## config.mk

```make
export PLATFORM = sky130hd
export DESIGN_NAME = store_merge_unit
export DESIGN_NICKNAME = d
export VERILOG_FILES = /design/src/rtl/store_merge_unit_pkg.sv /design/src/rtl/store_merge_unit_st_merge.sv /design/src/rtl/store_merge_unit.sv
export SDC_FILE = /design/constraint.sdc
export NUM_CORES = 1
export LEC_CHECK = 0
export ABC_AREA = 1
export CELL_PAD_IN_SITES_DETAIL_PLACEMENT = 1
export CELL_PAD_IN_SITES_GLOBAL_PLACEMENT = 2
export CORE_MARGIN = 5
export CORE_UTILIZATION = 29
export CTS_CLUSTER_SIZE = 8
export DETAILED_ROUTE_END_ITERATION = 16
export PLACE_DENSITY = 0.88
export SETUP_SLACK_MARGIN = 0.4
export SLEW_MARGIN = 20
export SYNTH_ARGS = -nofsm -noshare
export SYNTH_HDL_FRONTEND = slang
export SYNTH_SLANG_ARGS = --single-unit
```

## constraint.sdc

```tcl
create_clock -name clk -period 5.5 [get_ports clk]
set_input_delay 0.55 -clock clk [delete_from_list [all_inputs] [get_ports clk]]
set_output_delay 0.55 -clock clk [all_outputs]
set_load 0.01 [all_outputs]
```

## src/rtl/store_merge_unit_pkg.sv

```systemverilog
// Shared store-size encodings, FSM state type and the alignment check for
// the sub-word store engine.
package store_merge_unit_pkg;

    localparam logic [1:0] ST_BYTE = 2'b00;
    localparam logic [1:0] ST_HALF = 2'b01;
    localparam logic [1:0] ST_WORD = 2'b10;

    typedef enum logic [2:0] {
        SMU_IDLE  = 3'd0,
        SMU_READ  = 3'd1,
        SMU_WAIT  = 3'd2,
        SMU_WRITE = 3'd3,
        SMU_DONE  = 3'd4
    } smu_state_e;

    // A request is rejected when its size code is reserved or the byte
    // offset does not fall on a natural boundary for that size.
    function automatic logic st_illegal(input logic [1:0] size,
                                        input logic [1:0] byte_off);
        logic bad;
        case (size)
            ST_BYTE: bad = 1'b0;
            ST_HALF: bad = byte_off[0];
            ST_WORD: bad = (byte_off != 2'b00);
            default: bad = 1'b1;
        endcase
        return bad;
    endfunction

endpackage

```

## src/rtl/store_merge_unit_st_merge.sv

```systemverilog
// Combinational lane merge: replaces the addressed byte/half of an old word
// with the low bits of the store data (little-endian lanes).
module st_merge
    import store_merge_unit_pkg::*;
(
    input  logic [31:0] old_word,
    input  logic [31:0] wdata,
    input  logic [1:0]  st_size,
    input  logic [1:0]  byte_off,
    output logic [31:0] merged
);

    always_comb begin
        merged = old_word;
        case (st_size)
            ST_BYTE: begin
                case (byte_off)
                    2'd0:    merged[7:0]   = wdata[7:0];
                    2'd1:    merged[15:8]  = wdata[7:0];
                    2'd2:    merged[23:16] = wdata[7:0];
                    default: merged[31:24] = wdata[7:0];
                endcase
            end
            ST_HALF: begin
                if (byte_off[1]) begin
                    merged[31:16] = wdata[15:0];
                end else begin
                    merged[15:0] = wdata[15:0];
                end
            end
            ST_WORD: merged = wdata;
            default: merged = old_word;
        endcase
    end

endmodule

```

## src/rtl/store_merge_unit.sv

```systemverilog
// Store engine for a word-only memory: word stores write directly, byte/half
// stores read-modify-write, misaligned or reserved requests are rejected.
module store_merge_unit
    import store_merge_unit_pkg::*;
#(
    parameter int ADDR_W = 32
) (
    input  logic              clk,
    input  logic              rst,
    input  logic              req,
    input  logic [ADDR_W-1:0] addr,
    input  logic [31:0]       wdata,
    input  logic [1:0]        st_size,
    output logic              busy,
    output logic              done,
    output logic              misalign,
    output logic [ADDR_W-3:0] mem_addr,
    output logic              mem_rd,
    input  logic [31:0]       mem_rdata,
    input  logic              mem_rvalid,
    output logic              mem_we,
    output logic [31:0]       mem_wdata
);

    smu_state_e        state_q, state_d;
    logic [ADDR_W-1:0] addr_q, addr_d;
    logic [31:0]       wdata_q, wdata_d;
    logic [1:0]        size_q, size_d;
    logic              bad_q, bad_d;
    logic [31:0]       wbuf_q, wbuf_d;
    logic [31:0]       merged;

    st_merge u_merge (
        .old_word (mem_rdata),
        .wdata    (wdata_q),
        .st_size  (size_q),
        .byte_off (addr_q[1:0]),
        .merged   (merged)
    );

    always_comb begin
        state_d = state_q;
        addr_d  = addr_q;
        wdata_d = wdata_q;
        size_d  = size_q;
        bad_d   = bad_q;
        wbuf_d  = wbuf_q;
        case (state_q)
            SMU_IDLE: begin
                if (req) begin
                    addr_d  = addr;
                    wdata_d = wdata;
                    size_d  = st_size;
                    bad_d   = st_illegal(st_size, addr[1:0]);
                    // Word stores write the operand as-is; sub-word stores
                    // overwrite the buffer once the read data returns.
                    wbuf_d  = wdata;
                    if (st_illegal(st_size, addr[1:0])) begin
                        state_d = SMU_DONE;
                    end else if (st_size == ST_WORD) begin
                        state_d = SMU_WRITE;
                    end else begin
                        state_d = SMU_READ;
                    end
                end
            end
            SMU_READ:  state_d = SMU_WAIT;
            SMU_WAIT: begin
                if (mem_rvalid) begin
                    wbuf_d  = merged;
                    state_d = SMU_WRITE;
                end
            end
            SMU_WRITE: state_d = SMU_DONE;
            SMU_DONE:  state_d = SMU_IDLE;
            default:   state_d = SMU_IDLE;
        endcase
    end

    always_ff @(posedge clk or posedge rst) begin
        if (rst) begin
            state_q <= SMU_IDLE;
            addr_q  <= '0;
            wdata_q <= '0;
            size_q  <= '0;
            bad_q   <= 1'b0;
            wbuf_q  <= '0;
        end else begin
            state_q <= state_d;
            addr_q  <= addr_d;
            wdata_q <= wdata_d;
            size_q  <= size_d;
            bad_q   <= bad_d;
            wbuf_q  <= wbuf_d;
        end
    end

    assign busy      = (state_q != SMU_IDLE);
    assign done      = (state_q == SMU_DONE);
    assign misalign  = (state_q == SMU_DONE) && bad_q;
    assign mem_rd    = (state_q == SMU_READ);
    assign mem_we    = (state_q == SMU_WRITE);
    assign mem_addr  = addr_q[ADDR_W-1:2];
    assign mem_wdata = wbuf_q;

endmodule
```

# == After elaboration in Yosys (flattened, before gate mapping) ==
# Index checks and enable logic that the tools add are counted.
# op_classes
eq_ne,12
mux,18
n_reduce_logical,12
# ops
operator,count
$pmux W32 S3,1
$mux W32,2
$pmux W32 S2,1
$mux W16,2
$mux W8,4
$pmux W3 S4,1
$mux W3,3
$eq A2 B1 Y1 const B,3
$eq A2 B2 Y1 const B,3
$eq A3 B2 Y1 const B,2
$logic_not A2 Y1,3
$ne A2 B2 Y1 const B,2
$reduce_and A2 Y1,2
$reduce_bool A2 Y1,2
$eq A3 B1 Y1 const B,1
$eq A3 B3 Y1 const B,1
$logic_not A3 Y1,1
$pmux W1 S3,1
$reduce_and A3 Y1,1
$reduce_bool A3 Y1,1
$reduce_or A3 Y1,1
$mux W1,2
$mux W2,1
$logic_and A1 B1 Y1,1
# totals
ff_bits,102
out_inout_bits,67

# == Logic depth before layout (Yosys ltp) ==
# logic_depth
ltp_word,7
mapped_depth,9
depth_no_buf,8

# == Cells and area by module ==
# From an unflattened synthesis, not the netlist that was laid out.
# unflattened
hier_cells,870
area_unflattened_um2,5878.1
# modules_own_cells
module,n_inst,cells_per_inst,area_each_um2,seq_area_each_um2
store_merge_unit,1,589,4673.2,2552.4
st_merge,1,281,1204.9,0.0

# == Worst setup path before layout ==
# Ideal clock, no wire load.
# synth_path
path_kind,register to output
startpoint,register state_q[2]
endpoint,output port misalign
arrival_time_ns,1.005
required_time_ns,4.950
slack_ns,3.945
stages_incl_launch_ff,4
cell_sequence,dfrtp_1 -> inv_1 -> nor3_1 -> and2_1
# synth_via
elab_chain_cells,2
# synth_rtl
element,line,rtl
start: declaration,store_merge_unit.sv:25,"smu_state_e state_q, state_d;"
start signal: assignment,store_merge_unit.sv:89,state_q <= state_d;
$eq A3 B3 Y1,-,
via done,store_merge_unit.sv:15,"output logic done,"
$logic_and A1 B1 Y1,store_merge_unit.sv:100,assign misalign = (state_q == SMU_DONE) && bad_q;
end: declaration,store_merge_unit.sv:16,"output logic misalign,"
# The timed path passes the listed nets, and every way through them passes these cells.

# == Worst setup path after layout ==
# layout_path
startpoint,input port req
endpoint,register bad_q
# layout_via
elab_chain_cells,1
# layout_rtl
element,line,rtl
start: declaration,store_merge_unit.sv:10,"input logic req,"
$reduce_and A2 Y1 (no line),-,
end signal: assignment,store_merge_unit.sv:86,bad_q <= 1'b0;
end signal: assignment,store_merge_unit.sv:93,bad_q <= bad_d;
end: declaration,store_merge_unit.sv:29,"logic bad_q, bad_d;"
# No other way between the ends.
# A chain may end at the register's enable or synchronous reset.

==> metrics.md <==
| Metric | Value |
|---|---|
| Status | complete, no violations |
| DR WL/cell | 16.67 um |
| Sequential-to-total area share from yosys stat | 0.4160 |
| Postcts setup bufs | 0 |
| Mux share of post-synthesis cell area | 0 |
| Pint | 0.002555 W |
| Initial DRC Count | between 200 and 250 |
| VDD IR max | about 0.21 mV |
| Post-place setup slack | 2.464 ns |
| Final WL | 20700 um |
| Combinational family with the most area after synthesis | simple AND/OR/NAND/NOR gates |
| Drt drc | 0 |
| Worst setup path category | input port to register |
| Req. time, crit path | 5.71 ns |
| Max-slew violation count | 0 |
| Post-layout nets | 1064 |
| Num Clock Sinks | 102 |
| Hold-fix buffers at CTS | 0 |
| Die W | 155.5 um |
| First-pass GRT wire length | roughly 33000 um |
| DR pass1 iterations | 4 |
| Worst-Margin Slew | 1.074 ns |
| Clock transition at path regs | 0.07 ns |
| All-Layer GR Usage | 0.1705 |
| CP Data Arrival Time | 2.87 ns |
| CTS tree | done |
| Syn Area/Cell | 7.244 um^2 |
| H-tree depth | 3 |
| Minimum clock period | between 2 and 3 ns |
| Placer Congestion | 0.7882 |
| Post-synthesis compound-gate area fraction | 0.08870 |
| Critical Path Max Stage Delay | 0.84 ns |
| Max Buffers Root-to-Sink | 2 |
| Cells after synthesis | 847 |
| Via count of the routed design | 5672 |
| HP Class | register to register |
| Vias per inst | between 4 and 5 |
| CTS-repair resized insts | 0 |
| Antenna fix cells | 0 |
| MaxCap Viol Count | 0 |
| Slew headroom | 0.2823 |
| Setup TNS | 0 ns |
| Sequential share of power | 0.300 |
| Largest net degree at the start of global routing | 59 |
| Comb pwr share | 0.546 |
| CP Capture Type | register |
| CTS buffer count | 9 |
| RSZ-0062 raised after global routing | no |
| # port buffers | 168 |
| Final ANT Viol Nets | 0 |
| Clock Latency Late Sink | around 0.36 ns |
| P_leak | roughly 3.8 nW |
| Final setup vio count | 0 |
| I/O Pins | 169 |
| P per Cell Area | 584.8 mW/mm^2 |
| Num rows | 53 |
| Startpoint Class | input port |
| Starting Density | 0.2928 |
| Initial antenna violation count | 3 |
| Core Box Area | 0.02096 mm^2 |
| Adder and majority gate portion of the synthesized area | 0 |
| YS warnings | 0 |
| Netlist Area Pre-Place | 0.006136 mm^2 |
| Die Footprint | 0.02417 mm^2 |
| Syn-to-layout area delta | 30.59% |
| Share of cells above drive strength 1 | 0.1024 |
| Area of placed instances | 0.007682 mm^2 |
| Clock Skews | 0.009702 ns |
| Multi-input gate area | 0.002760 mm^2 |
| Vias in the first global route | 5978 |
| Period utilization | 0.4836 |
| Net Sw Power | 0.002131 W |
| Power Total | between 0.004 and 0.005 W |
| Gr ovfl total | 0 |
| Critical-path cell list | clkdlybuf4s50_1 -> inv_1 -> nor2_4 -> inv_2 -> nand2_1 -> o21ai_0 |
| Final-layout fill cell count | 2622 |
| Die Ht | 155.5 um |
| Final Hold Viols | 0 |
| Switching share of power | 0.4548 |
| Crit path max fanout | 50 |
| XOR/XNOR Fraction of Synth Area | 0 |
| Crit path max-delay cell type | nor2_4 |
| Syn_nets | 949 |
| DP HPWL | 15060 um |
| Netlist cell types | 33 |
| Max Fclk | around 380 MHz |
| Clock power share | 0.155 |
| Design Area, Final | 0.008013 mm^2 |
| Simple logic cell fraction of the synthesized area | 0.3603 |
| Sequential Area | 0.002552 mm^2 |
| CTS root buf | clkbuf_16 |
| Register bit count reported by yosys | 102 |
| Worst setup margin | ~2.8 ns |
## flip-flops by register name, indices dropped and copies added (netlist names)
register,count
addr_q,32
mem_wdata,32
wdata_q,32
state_q,3
size_q,2
bad_q,1
## kinds of logic (layout without fill, tap and decap cells)
| family | count (synthesis) | after routing |
|---|---|---|
| compound gates | 85 | 85 |
| buf+inv | 150 | 270 |
| flops | 102 | 102 |
| simple gates | 510 | 510 |
## synthesized netlist by cell type, drive strengths merged
library cell | number | area, um^2
buf | 62 | 490.5
nand3 | 73 | 365.4
and2 | 1 | 6.260
nand4 | 9 | 56.30
o21a | 1 | 7.510
o21bai | 1 | 7.510
o31ai | 1 | 7.510
a21oi | 41 | 299.0
nor3 | 1 | 5.000
nor2 | 84 | 435.4
inv | 83 | 319.1
dfrtp | 102 | 2552
nand2 | 342 | 1343
o211ai | 1 | 7.510
o21ai | 40 | 215.2
clkbuf | 5 | 18.77
## metrics by stage
stage            util  hold WS, ns  cells
4_1_cts        0.3824       0.4797   1242
2_1_floorplan       -       0.4366    847
3_3_place_gp   0.3666       0.4551   1226
3_5_place_dp   0.3666       0.4611   1226
5_1_grt        0.3824       0.4986   1242
6_report       0.3824       0.4755   1242
## layout make-up
| cell class | instances | area share |
|---|---|---|
| clock inverters | 6 | 0.01140 |
| repair buffers | 171 | 0.2127 |
| multi-input cells | 595 | 0.3445 |
| flip-flops and latches | 102 | 0.3186 |
| well taps | 275 | 0.04294 |
| clock buffers | 10 | 0.02983 |
| inverters | 83 | 0.04013 |
## worst max-delay path: cells and delay by family
kind | cells | cell delay (ns)
AO/OA/AOI/OAI | 1 | 0.09
buffers and inverters | 3 | 1.19
AND/OR/NAND/NOR | 2 | 1.01
## metal layers
| metal | part of all wire | track usage | wire length [um] |
|---|---|---|---|
| met1 | 0.43 | 0.2125 | 9001 |
| met2 | 0.46 | 0.2841 | 9560 |
| met3 | 0.091 | 0.06259 | 1883 |
| met4 | 0.011 | 0.03585 | 230 |
| met5 | 0.0013 | 0 | 26 |
## cell usage in the layout (no fill, tap or decap)
cell	synthesis	routed
a21oi_1	16	16
o31ai_1	1	1
inv_6	1	4
dfrtp_1	102	102
o21ai_0	34	34
inv_4	1	2
clkbuf_16	0	9
nor2_4	3	4
nand2_4	4	4
clkbuf_8	0	1
o21a_1	1	1
o21bai_1	1	1
clkinv_2	0	1
inv_1	72	71
and2_1	1	1
nor2_1	53	53
nand3_1	73	73
buf_4	42	3
o21ai_4	1	1
nor2_2	26	25
o21ai_1	4	4
a21oi_2	25	25
inv_2	9	9
o211ai_1	1	1
clkdlybuf4s50_1	0	168
nor3_1	1	1
nand2_1	332	332
bufinv_16	0	2
nor2_8	2	2
nand2_2	5	5
o21ai_2	1	1
nand4_1	9	9
nand2_8	1	1
## power groups by stage
stage          clock [W]  combinational [W]  sequential (W)
2_1_floorplan          0            0.00184         0.00138
3_3_place_gp           0            0.00255         0.00141
3_5_place_dp           0            0.00260         0.00141
4_1_cts         0.000751            0.00261         0.00141
5_1_grt         0.000777            0.00284         0.00146
6_report        0.000726            0.00256         0.00140
## final timing paths
path	startpoint	to	slack, ns	cells after the start
worst min register to register	wdata_q[27]	wdata_q[27]	0.48	2
worst min-delay path	wdata_q[27]	wdata_q[27]	0.48	2
min in group asynchronous	rst	addr_q[18]	0.69	2
worst max register to register	state_q[1]	bad_q	2.94	6
worst max-delay path	req	bad_q	2.84	6
max in group asynchronous	rst	wdata_q[14]	3.70	3
No activity file was read; power rests on OpenSTA's default activity.
